**src/rtl/bats_controller.sv**
```systemverilog
// -----------------------------------------------------------------------------
// bats_controller
//
// Sequences the bat datapath of the Pong display once per frame. During
// vertical sync it moves the left and then the right bat through one shared
// add/clamp unit. On every horizontal sync rising edge it compares the current
// scanline with each bat's top line and emits a one-clock arm pulse for the
// matching bat data generator.
//
// Optional feature (macro BATS_CPU_RIGHT_EN): the right bat is driven by the
// CPU, tracking ball_y instead of following right_up/right_down.
//
// Parameters:
//   STEP        lines moved per frame per pressed direction
//   Y_MIN       lowest legal bat top line
//   Y_MAX       highest legal bat top line
//   BAT_HEIGHT  bat height in lines (CPU tracking only)
//
// Ports:
//   clk                      pixel clock
//   reset                    synchronous, active-high reset
//   hsync, vsync             sync inputs, active-high
//   vpos[8:0]                current scanline (0..261)
//   left_up/left_down        left player controls (level, synchronised)
//   right_up/right_down      right player controls (level, synchronised)
//   ball_y[8:0]              ball top line (CPU tracking only)
//   left_start, right_start  one-clock arm pulses for the bat generators
//   left_y, right_y [8:0]    registered bat top lines
//   busy                     high whenever the update sequencer is active
// -----------------------------------------------------------------------------
module bats_controller #(
  parameter int STEP       = 2,
  parameter int Y_MIN      = 8,
  parameter int Y_MAX      = 216,
  parameter int BAT_HEIGHT = 16
) (
  input  logic       clk,
  input  logic       reset,
  input  logic       hsync,
  input  logic       vsync,
  input  logic [8:0] vpos,
  input  logic       left_up,
  input  logic       left_down,
  input  logic       right_up,
  input  logic       right_down,
  input  logic [8:0] ball_y,
  output logic       left_start,
  output logic       right_start,
  output logic [8:0] left_y,
  output logic [8:0] right_y,
  output logic       busy
);

  typedef enum logic [1:0] {
    IDLE,
    SAMPLE,
    MOVE_L,
    MOVE_R
  } state_t;

  // Mover arithmetic is 10 bits wide so that y - STEP can be detected as
  // having wrapped below zero, and y + STEP cannot overflow.
  localparam logic [9:0] STEP_W  = 10'(STEP);
  localparam logic [9:0] Y_MIN_W = 10'(Y_MIN);
  localparam logic [9:0] Y_MAX_W = 10'(Y_MAX);
  localparam logic [8:0] Y_RESET = 9'((Y_MIN + Y_MAX) / 2);

  state_t     state;
  state_t     state_next;

  logic       hsync_d;
  logic       vsync_d;
  logic       hs_rise;
  logic       vs_rise;

  // Controls frozen for the whole update: {left_up, left_down, right_up, right_down}
  logic [3:0] ctl_q;

  logic       load_ctl;
  logic       write_left;
  logic       write_right;

  logic       mv_up;
  logic       mv_down;
  logic [8:0] mv_y;
  logic [9:0] y_ext;
  logic [9:0] y_dec;
  logic [9:0] y_inc;
  logic [8:0] mv_result;

  assign hs_rise = hsync & ~hsync_d;
  assign vs_rise = vsync & ~vsync_d;
  assign busy    = (state != IDLE);

  // ---------------------------------------------------------------------------
  // Next-state logic
  // ---------------------------------------------------------------------------
  always_comb begin
    // NOTE: every output of this block gets a default first, so no path can
    // leave one unassigned and infer a latch.
    state_next  = state;
    load_ctl    = 1'b0;
    write_left  = 1'b0;
    write_right = 1'b0;
    unique case (state)
      IDLE:   if (vs_rise) state_next = SAMPLE;
      SAMPLE: begin
        load_ctl   = 1'b1;
        state_next = MOVE_L;
      end
      MOVE_L: begin
        write_left = 1'b1;
        state_next = MOVE_R;
      end
      MOVE_R: begin
        write_right = 1'b1;
        state_next  = IDLE;
      end
      default: state_next = IDLE;
    endcase
  end

  // ---------------------------------------------------------------------------
  // Right bat direction source
  // ---------------------------------------------------------------------------
`ifdef BATS_CPU_RIGHT_EN
  logic [8:0] ball_q;
  logic [9:0] right_center;
  logic       cpu_up;
  logic       cpu_down;

  // The CPU chases the ball with the bat's centre line.
  assign right_center = {1'b0, right_y} + 10'(BAT_HEIGHT / 2);
  assign cpu_up       = ({1'b0, ball_q} < right_center);
  assign cpu_down     = ({1'b0, ball_q} > right_center);

  always_ff @(posedge clk) begin
    if (reset) begin
      ball_q <= '0;
    end else if (load_ctl) begin
      ball_q <= ball_y;
    end
  end
`else
  // Ball position and bat height only matter for CPU tracking.
  logic unused_cfg;
  assign unused_cfg = ^{ball_y, (BAT_HEIGHT != 0)};
`endif

  // ---------------------------------------------------------------------------
  // Shared mover: operand select, then add/subtract with clamping
  // ---------------------------------------------------------------------------
  always_comb begin
    mv_y    = left_y;
    mv_up   = ctl_q[3];
    mv_down = ctl_q[2];
    if (state == MOVE_R) begin
      mv_y = right_y;
`ifdef BATS_CPU_RIGHT_EN
      mv_up   = cpu_up;
      mv_down = cpu_down;
`else
      mv_up   = ctl_q[1];
      mv_down = ctl_q[0];
`endif
    end
  end

  assign y_ext = {1'b0, mv_y};
  assign y_dec = y_ext - STEP_W;
  assign y_inc = y_ext + STEP_W;

  always_comb begin
    mv_result = mv_y;
    if (mv_up && !mv_down) begin
      // A wrap below zero shows up as y_ext < STEP_W; treat it like y < Y_MIN.
      if ((y_ext < STEP_W) || (y_dec < Y_MIN_W)) mv_result = Y_MIN_W[8:0];
      else                                        mv_result = y_dec[8:0];
    end else if (mv_down && !mv_up) begin
      if (y_inc > Y_MAX_W) mv_result = Y_MAX_W[8:0];
      else                 mv_result = y_inc[8:0];
    end
  end

  // ---------------------------------------------------------------------------
  // State, edge-detect, control, position and start-pulse registers
  // ---------------------------------------------------------------------------
  // NOTE: sequential state uses non-blocking assignments, so every register
  // here sees the pre-clock values of the others. That is also why the start
  // comparison in the clock that writes a position uses the old position.
  always_ff @(posedge clk) begin
    if (reset) begin
      state       <= IDLE;
      hsync_d     <= 1'b0;
      vsync_d     <= 1'b0;
      ctl_q       <= '0;
      left_y      <= Y_RESET;
      right_y     <= Y_RESET;
      left_start  <= 1'b0;
      right_start <= 1'b0;
    end else begin
      state       <= state_next;
      hsync_d     <= hsync;
      vsync_d     <= vsync;
      left_start  <= hs_rise && (vpos == left_y);
      right_start <= hs_rise && (vpos == right_y);
      if (load_ctl)    ctl_q   <= {left_up, left_down, right_up, right_down};
      if (write_left)  left_y  <= mv_result;
      if (write_right) right_y <= mv_result;
    end
  end

endmodule

```
**config.mk**
```make
export PLATFORM = sky130hd
export DESIGN_NAME = bats_controller
export DESIGN_NICKNAME = d
export VERILOG_FILES = /design/src/rtl/bats_controller.sv
export SDC_FILE = /design/constraint.sdc
export NUM_CORES = 1
export LEC_CHECK = 0
export ABC_AREA = 1
export CAP_MARGIN = 0
export CORE_UTILIZATION = 45
export CTS_CLUSTER_DIAMETER = 30
export DETAILED_ROUTE_END_ITERATION = 10
export DONT_BUFFER_PORTS = 1
export PLACE_DENSITY_LB_ADDON = 0.2
export SLEW_MARGIN = 5
export SYNTH_ARGS = -nofsm -noshare
export SYNTH_HDL_FRONTEND = slang
export SYNTH_SLANG_ARGS = --single-unit
```
**constraint.sdc**
```tcl
create_clock -name clk -period 2.5 [get_ports clk]
set_clock_uncertainty 0.05 [all_clocks]
set_input_delay 0.5 -clock clk [delete_from_list [all_inputs] [get_ports clk]]
set_output_delay 0.5 -clock clk [all_outputs]
set_load 0.005 [all_outputs]
```
* Word-level counts from Yosys, hierarchy flattened *
Cells that the tools add are included.

cells by class
  add/sub/neg operators = 2
  $lt $le $gt $ge = 3
  equal/unequal tests = 6
  multiplexer cells = 12
  bitwise operators = 4
  reduce and logical (&&, ||, !) cells = 9

operators with widths
  kind                                                                   count
  9-bit 2-to-1 mux                                                       5
  9-bit == test                                                          2
  9-bit by 2-bit adder with 10-bit output, second input constant         1
  10-bit by 8-bit > comparator with 1-bit output, second input constant  1
  10-bit by 4-bit < comparator with 1-bit output, second input constant  1
  9-bit by 2-bit subtractor with 10-bit output, second input constant    1
  9-bit by 2-bit < comparator with 1-bit output, second input constant   1
  2-bit case mux with 4 select lines                                     1
  1-bit 2-to-1 mux                                                       5
  2-bit == test, second input constant                                   2
  1-bit logical AND                                                      4
  1-bit bitwise AND                                                      2
  2-bit by 1-bit == test with 1-bit output, second input constant        1
  1-bit logical NOT                                                      2
  2-bit logical NOT                                                      1
  2-bit 2-to-1 mux                                                       1
  2-bit inequality test, second input constant                           1
  1-bit inverter                                                         2
  2-bit nonzero test                                                     1
  1-bit logical OR                                                       1

storage, ports and cells
  bits in registers = 28
  input bits = 26
  logic and storage cells = 44

* Depth between registers and ports, before layout *
Gate-level depths: netlist of the first run.

  word-level depth = 7
  gate-level depth with buffers = 20
  depth with buffers taken out = 19

* Worst setup path before layout of the first run *
Ideal clock, no wire load.

  path kind = flip-flop to flip-flop
  start point = register state[0]
  end point = register left_y[1]
  setup time = 0.128 ns
  arrival time = 1.807 ns
  required time = 2.322 ns
  path slack = 0.515 ns
  stages on the path, launching flop included = 14
  path buffers = 2
  clock period less this slack = 1.985 ns
  path through = dfxtp_1 > ha_1 > buf_6 > buf_8 > mux2i_1 > inv_1 > nand2_1 > clkinv_1 > nand2_2 > o21ai_2 > nand2_4 > nand2_2 > o21ai_2 > a21oi_1

on the way
  cells in the longest elaborated chain, start to end = 7
  elaborated cells on any way between the ends = 20
  those cells by class = 2 x add/sub; 3 x order compare; 2 x eq/ne; 8 x mux; 5 x reduce/logical

RTL lines
  item                                                                                                                     RTL line  RTL
  from (decl)                                                                                                              68        state_t state;
  from (signal assigned)                                                                                                   202       state <= state_next;
  2-bit == test                                                                                                            157       if (state == MOVE_R) begin
  9-bit 2-to-1 mux                                                                                                         157
  9-bit by 2-bit adder with 10-bit output / 9-bit by 2-bit subtractor with 10-bit output (equally long branches)           171, 170
  10-bit by 8-bit > comparator with 1-bit output / 10-bit by 4-bit < comparator with 1-bit output (equally long branches)  180, 177
  9-bit 2-to-1 mux / 1-bit logical OR (equally long branches)                                                              180, 177
  9-bit 2-to-1 mux, on equally long branches                                                                               179, 177
  9-bit 2-to-1 mux                                                                                                         175       if (mv_up && !mv_down) begin
  to (signal assigned)                                                                                                     208       if (write_left) left_y <= mv_result;
  to (decl)                                                                                                                49        output logic [8:0] left_y,

Parallel ways exist; a longest one is shown, timed or not.
A chain may end at the register's enable or synchronous reset.

* Worst setup path in the final report of the first run *
  start point = register state[0]
  end point = register left_y[4]

The elaborated chain is that of the path after synthesis.

==> flow_metrics.env, run 1 <==
export IMPL_maxCapViolCount=0
export IMPL_ys_flop_type="dfxtp_1"
export IMPL_required_ps=2630
export IMPL_viasPerCell=5.18
export IMPL_finish_utilization_pct=52.0
export IMPL_wl_per_cell_um=13.0
export IMPL_port_buffers=0
export IMPL_rsz0062_at_grt="no"
export IMPL_r2r_start="state[0]$_SDFFE_PP0P_"
export IMPL_power_mw=2.62
export IMPL_synthArstFlopShare_pct=0
export IMPL_clk_latency_ps=280
export IMPL_dp_cells=348
export IMPL_num_antenna_cells=0
export IMPL_worstSetupStartpoint="state[0]$_SDFFE_PP0P_"
export IMPL_crit_chain="ha_4, buf_12, inv_8, nand2_4, nand2_4, nor2_2, nand3_1, nand2_1, o21ai_1, nand3_1, nand2_2, nor2_4, nand2_1, nand2_1, nand2_1, nand2_1, nand2_1"
export IMPL_dr_total_vias=1830
export IMPL_hp_class="in2reg"
export IMPL_power_switching_share_pct=48.9
export IMPL_power_frac_clock_pct=13.6
export IMPL_grt_pass1_wl_um=6510
export IMPL_slowest_delay_ps=390
export IMPL_hold_buffers=0
export IMPL_maxSlewViolCount=0
export IMPL_first_pass_iters=5
export IMPL_synth_adder_area_share_pct=3.11
export IMPL_p_leak_nw=0.989
export IMPL_synth_compound_area_share_pct=16.4
export IMPL_drtIter0Drc=150
export IMPL_crit_arrival_ps=2400
export IMPL_clkTransAtPathRegs_ps=100
export IMPL_status="finished clean"
export IMPL_synthSimpleGateAreaFrac_pct=36.1
export IMPL_die_x_um=68.8
export IMPL_syn_inst=303
export IMPL_holdWs_ps=234
export IMPL_hp_start="reset"
export IMPL_avgSynthCellArea_um2=6.63
export IMPL_synthesis_nets=334
export IMPL_startpoint_type="flip-flop"
export IMPL_finalHoldViolCount=0
export IMPL_syn2layout_area_growth_pct=7.29
export IMPL_drive_above_1_share_pct=18.2
export IMPL_cpMostUsedCell="nand2_1"
export IMPL_crit_type="reg2reg"
export IMPL_root_buffer="clkbuf_8"
export IMPL_net_switching_power_mw=1.28
export IMPL_start_util_pct=48.5
export IMPL_drcViolationCount=0
export IMPL_layout_worst_path_cycle_share_pct=90.9
export IMPL_relSlewSlack_pct=68.4
export IMPL_reg2regPathDepth=17
export IMPL_synthMuxAreaShare_pct=0.996
export IMPL_post_cts_setup_buffers=0
export IMPL_finalSetupTns_ps=0
export IMPL_dp_hpwl_um=3540
export IMPL_synth_edff_count=0
export IMPL_powerDensity_nw_per_um2=1220
export IMPL_fmax_mhz=440
export IMPL_cp_max_fo=16
export IMPL_setup_viol=0
export IMPL_ys_warn_count=0
export IMPL_grt_pass1_vias=1441
export IMPL_vdd_drop_max_mv=0.628
export IMPL_endpoint_kind="flip-flop"
export IMPL_clock_path_buffers=2
export IMPL_core_area_um2=4140
export IMPL_grt_total_usage_pct=19.0
export IMPL_fill_cells=459
export IMPL_gp_congestion=0.934
export IMPL_hold_path_depth=1
export IMPL_cts_tree="done"
export IMPL_die_area_um2=4740
export IMPL_cp_slowest_cell="dfxtp_1"
export IMPL_grt_start_max_net_pins=28
export IMPL_final_common_cell="nand2_1"
export IMPL_synth_seq_cells=28
export IMPL_synth_xor_area_share_pct=3.49
export IMPL_cts_resized=0
export IMPL_seqPwrFrac_pct=27.3
export IMPL_rows=23
export IMPL_clock_sinks=28
export IMPL_synth_top_family_by_area="simple AND/OR/NAND/NOR gates"
export IMPL_p_int_mw=1.34
export IMPL_ios=47
export IMPL_htree_levels=1
export IMPL_syn_area_um2=2010
export IMPL_ys_types=37
export IMPL_layout_common_cells="nand2_1, inv_1, dfxtp_1"
export IMPL_ant_nets=0
export IMPL_numCtsBuffers=3
export IMPL_p_comb_share_pct=59.1
export IMPL_wl_um=4580
export IMPL_antenna_found_initial=0
export IMPL_stdcell_count=353
export IMPL_die_height_um=68.8
export IMPL_finish_net_count=335
export IMPL_grt_ovfl_total=0
export IMPL_period_minus_slack_ps=2270
export IMPL_yosysSeqAreaShare_pct=27.9
export IMPL_max_slew_worst_pin_slew_ps=475
-- cell families (layout without fill, tap and decap cells) --
logic type | Yosys count | after routing
XOR/XNOR | 8 | 8
AND/OR/NAND/NOR | 151 | 151
AO/OA/AOI/OAI | 54 | 54
multiplexers | 2 | 2
adder cells (fa/ha/maj) | 5 | 5
flip-flops | 28 | 28
buffers and inverters | 55 | 55
-- cell usage after synthesis, types with 2 or more instances --
library cell	count	area, um2
nor2_4	2	22.5
nand2_1	74	278
o21ai_0	15	75.1
nand3_1	15	75.1
clkinv_1	2	7.51
inv_2	7	26.3
nand2_4	3	33.8
a21oi_1	18	90.1
nand2_2	19	119
o21ai_2	5	43.8
ha_1	5	62.6
o21ai_1	3	15.0
xor2_1	4	35.0
inv_1	38	143
buf_6	2	22.5
xnor2_1	4	35.0
nor2_2	3	18.8
clkbuf_1	3	11.3
o22ai_1	5	31.3
nor4_1	2	12.5
nor2_1	25	93.8
mux2i_1	2	20.0
dfxtp_1	28	561
a221oi_1	5	43.8
nand3_2	2	20.0
-- area by class of cell --
class | count | area (um2) | share of cell area (%)
timing repair buffer | 3 | 52.6 | 2.44
inverter | 48 | 188 | 8.71
sequential | 28 | 562 | 26.1
tap | 50 | 62.6 | 2.90
multi-input combinational | 220 | 1220 | 56.6
clock inverter | 1 | 30.0 | 1.39
clock buffer | 3 | 41.3 | 1.92
-- power groups by stage --
stage	Combinational (mW)	Clock, mW	Sequential [mW]
floorplan	1.27	0	0.683
finish	1.55	0.357	0.716
global placement	1.50	0	0.719
global route	1.74	0.384	0.734
detailed placement	1.51	0	0.718
CTS	1.53	0.367	0.707
-- final timing paths --
kind                            endpoint  slack, ps
hold reg to reg    ctl_q[3]$_SDFFE_PP0N_        450
setup reg to reg  left_y[4]$_SDFFE_PP1P_        230
setup / recovery  left_y[4]$_SDFFE_PP1P_        230
hold / removal        vsync_d$_SDFF_PP0_        230
-- worst max-delay path: cells and delay by family, from the launching register on --
family / cells / cell delay [ps]
AO/OA/AOI/OAI: 1 / 100
adder cells (fa/ha/maj): 1 / 190
flip-flops: 1 / 390
AND/OR/NAND/NOR: 13 / 1170
buffers and inverters: 2 / 240
-- per-stage QoR --
step | setup WS (ps) | area (um2)
after floorplan | 515 | 2010
after global placement | 198 | 2050
after detailed placement | 184 | 2050
after CTS | 169 | 2120
after global routing | 5.78 | 2160
final | 228 | 2160
-- routing by layer --
layer  global-route usage [%]  share of wire [%]  vias to the layer above
li1                         -                  -                      965
met1                     25.1                 46                      813
met2                     30.9                 48                       48
met3                     3.95                4.5                        4
met4                     5.87                1.1                        0
met5                        0                  0                        -
-- flip-flops by register name, indices dropped and copies added, names as in the netlist --
register	cells
ctl_q	4
state	2
right_y	9
left_y	9
vsync_d	1
left_start	1
right_start	1
hsync_d	1
(Power assumes the default switching activity.)
==> run 2, diff against run 1 <==
Settings changed: ABC_AREA 1 to 0, SLEW_MARGIN 5 to default.
Clock period 2.5 ns to 2.35 ns, I/O delays scaled along.
==> run 2 against run 1 <==
  * Via count is 3.1% higher
  * Final area is 9.5% higher
  * Critical path depth decreased by 8
  * Cell count is 10% lower
  * Core utilization is 1.8 points higher
  * Routed wire length up 19%
  * Sequential power fell by 6.8%
  * Worst hold slack worse by 46 ps
  * Flip-flop and latch count unchanged
  * Synthesized cell count fell by 18%
  * Critical path type unchanged
==> flow_metrics.env, run 2 <==
export IMPL_status="finished clean"
export IMPL_clk_latency_ps=280
export IMPL_crit_arrival_ps=2330
export IMPL_start_util_pct=47.1
export IMPL_grt_pass1_vias=1828
export IMPL_synth_top_area_share_pct=27.1
export IMPL_drive_above_1_share_pct=20.1
export IMPL_syn_inst=248
export IMPL_startpoint_type="flip-flop"
export IMPL_cp_max_fo=11
export IMPL_root_buffer="clkbuf_8"
export IMPL_rows=24
export IMPL_yosysMostFrequentCell="dfxtp_1"
export IMPL_required_ps=2480
export IMPL_syn2layout_area_growth_pct=14.2
export IMPL_max_slew_worst_pin_slew_ps=473
export IMPL_yosys_top_cells_count="dfxtp_1, o21ai_0, a21oi_1, xnor2_1, nor2_1"
export IMPL_syn_area_um2=2070
export IMPL_layout_worst_path_cycle_share_pct=93.7
export IMPL_hold_path_depth=1
export IMPL_synthArstFlopShare_pct=0
export IMPL_layout_common_cells="dfxtp_1, buf_4, o21ai_0"
export IMPL_p_leak_nw=0.806
export IMPL_fmax_mhz=454
export IMPL_finish_net_count=296
export IMPL_reg2regPathDepth=9
export IMPL_ys_top_cells_by_area="dfxtp_1, xnor2_1, mux2i_1, o21ai_0, a21oi_1"
export IMPL_synthesis_nets=279
export IMPL_htree_levels=1
export IMPL_num_antenna_cells=0
export IMPL_vdd_drop_max_mv=0.626
export IMPL_relSlewSlack_pct=68.5
export IMPL_fill_cells=418
export IMPL_rsz0062_at_grt="no"
export IMPL_period_minus_slack_ps=2200
export IMPL_holdWs_ps=188
export IMPL_yosysTopAreaCell="dfxtp_1"
export IMPL_gp_congestion=0.922
export IMPL_numCtsBuffers=3
export IMPL_die_area_um2=4870
export IMPL_viasPerCell=5.97
export IMPL_dpl_worst_slack_ps=59.3
export IMPL_powerDensity_nw_per_um2=859
export IMPL_port_buffers=0
export IMPL_die_height_um=69.8
export IMPL_setup_viol=0
export IMPL_hold_buffers=0
export IMPL_ys_flop_type="dfxtp_1"
export IMPL_hp_class="in2reg"
export IMPL_finalHoldViolCount=0
export IMPL_synth_seq_cells=28
export IMPL_yosysSeqAreaShare_pct=27.1
export IMPL_dr_total_vias=1886
export IMPL_crit_type="reg2reg"
export IMPL_wl_um=5460
export IMPL_dp_hpwl_um=4250
export IMPL_clkTransAtPathRegs_ps=100
export IMPL_drcViolationCount=0
export IMPL_clock_sinks=28
export IMPL_reg_top3="left_y (9), right_y (9), ctl_q (4)"
export IMPL_wl_per_cell_um=17.3
export IMPL_core_area_um2=4380
export IMPL_antenna_found_initial=0
export IMPL_cts_tree="done"
export IMPL_ys_types=57
export IMPL_grt_ovfl_total=0
export IMPL_endpoint_kind="flip-flop"
export IMPL_layout_setup_ws_ps=148
export IMPL_die_x_um=69.8
export IMPL_first_pass_iters=4
export IMPL_grt_total_usage_pct=23.2
export IMPL_grt_pass1_wl_um=9160
export IMPL_maxSlewViolCount=0
export IMPL_avgSynthCellArea_um2=8.33
export IMPL_ios=47
export IMPL_grt_start_max_net_pins=26
export IMPL_finalSetupTns_ps=0
export IMPL_maxCapViolCount=0
export IMPL_ant_nets=0
export IMPL_drtIter0Drc=118
export IMPL_clock_path_buffers=2
export IMPL_synth_edff_count=0
export IMPL_ys_warn_count=0
[run 2: cell types whose count changed in the layout (fill, tap and decap cells not counted), sizes merged, moves of 4 or more]
cell and delta:
a31oi +7, mux2i +10, nand2 -85, nand4 +4, nor3 +6, nand2b +5, nor2 -14, xnor2 +13
nand3 -11, nor2b +5, buf +26, inv -34
[run 2: layer usage]
layer | vias to the layer above | track usage [%] | wire [um]
li1 | 940 | - | -
met1 | 891 | 31.5 | 2540
met2 | 49 | 38.0 | 2580
met4 | 0 | 5.33 | 57
met3 | 6 | 4.22 | 281
met5 | - | 0 | 0
[run 2: where the power goes]
part	internal [mW]	switching [mW]
logic	0.486	0.567
registers	0.548	0.119
clock network	0.150	0.157
[run 2: path summary, 6_finish.rpt]
path	from	to	slack, ps
min	reset	state[1]$_SDFFE_PP0P_	190
min reg2reg	right_y[0]$_SDFFE_PP0P_	right_y[0]$_SDFFE_PP0P_	460
max	state[0]$_SDFFE_PP0P_	right_y[4]$_SDFFE_PP1P_	150
max reg2reg	state[0]$_SDFFE_PP0P_	right_y[4]$_SDFFE_PP1P_	150
[run 2: repair_timing]
item,4_1_cts,5_1_grt
endpoints found under the setup margin,0,18
setup buffers,0,1
resized for setup,0,15
[run 2: logic make-up after synthesis]
| family | share of synthesized area [%] |
|---|---|
| fa+ha+maj | 3.03 |
| xor+xnor | 10.2 |
| flops | 27.1 |
| mux | 7.51 |
| buf+inv | 6.84 |
| simple gates | 21.1 |
| compound gates | 24.3 |
[run 2: worst max-delay path: stages (launching register included)]
cell and delay [ps]:
dfxtp_2 370, ha_4 160, buf_8 140, buf_4 130
mux2_2 360, a311oi_2 310, o21ai_2 160, buf_4 170
o221ai_1 180, nand2_1 70
[run 2: final cells by class]
cell class	instances	area (um2)	area share (%)
Tap cell	52	65.1	2.76
Clock buffer	4	55.1	2.33
Sequential cell	28	563	23.9
Timing Repair Buffer	28	225	9.54
Inverter	12	45.0	1.91
Multi-Input combinational cell	192	1410	59.6
[run 2: stage by stage]
step	power (mW)	utilization [%]	area, um2	cells
4_1_cts	1.99	52.3	2290	315
6_report	2.03	53.8	2360	316
5_1_grt	2.18	53.8	2360	316
3_5_place_dp	1.68	51.1	2240	311
3_3_place_gp	1.67	51.1	2240	311
2_1_floorplan	1.38	-	2070	248
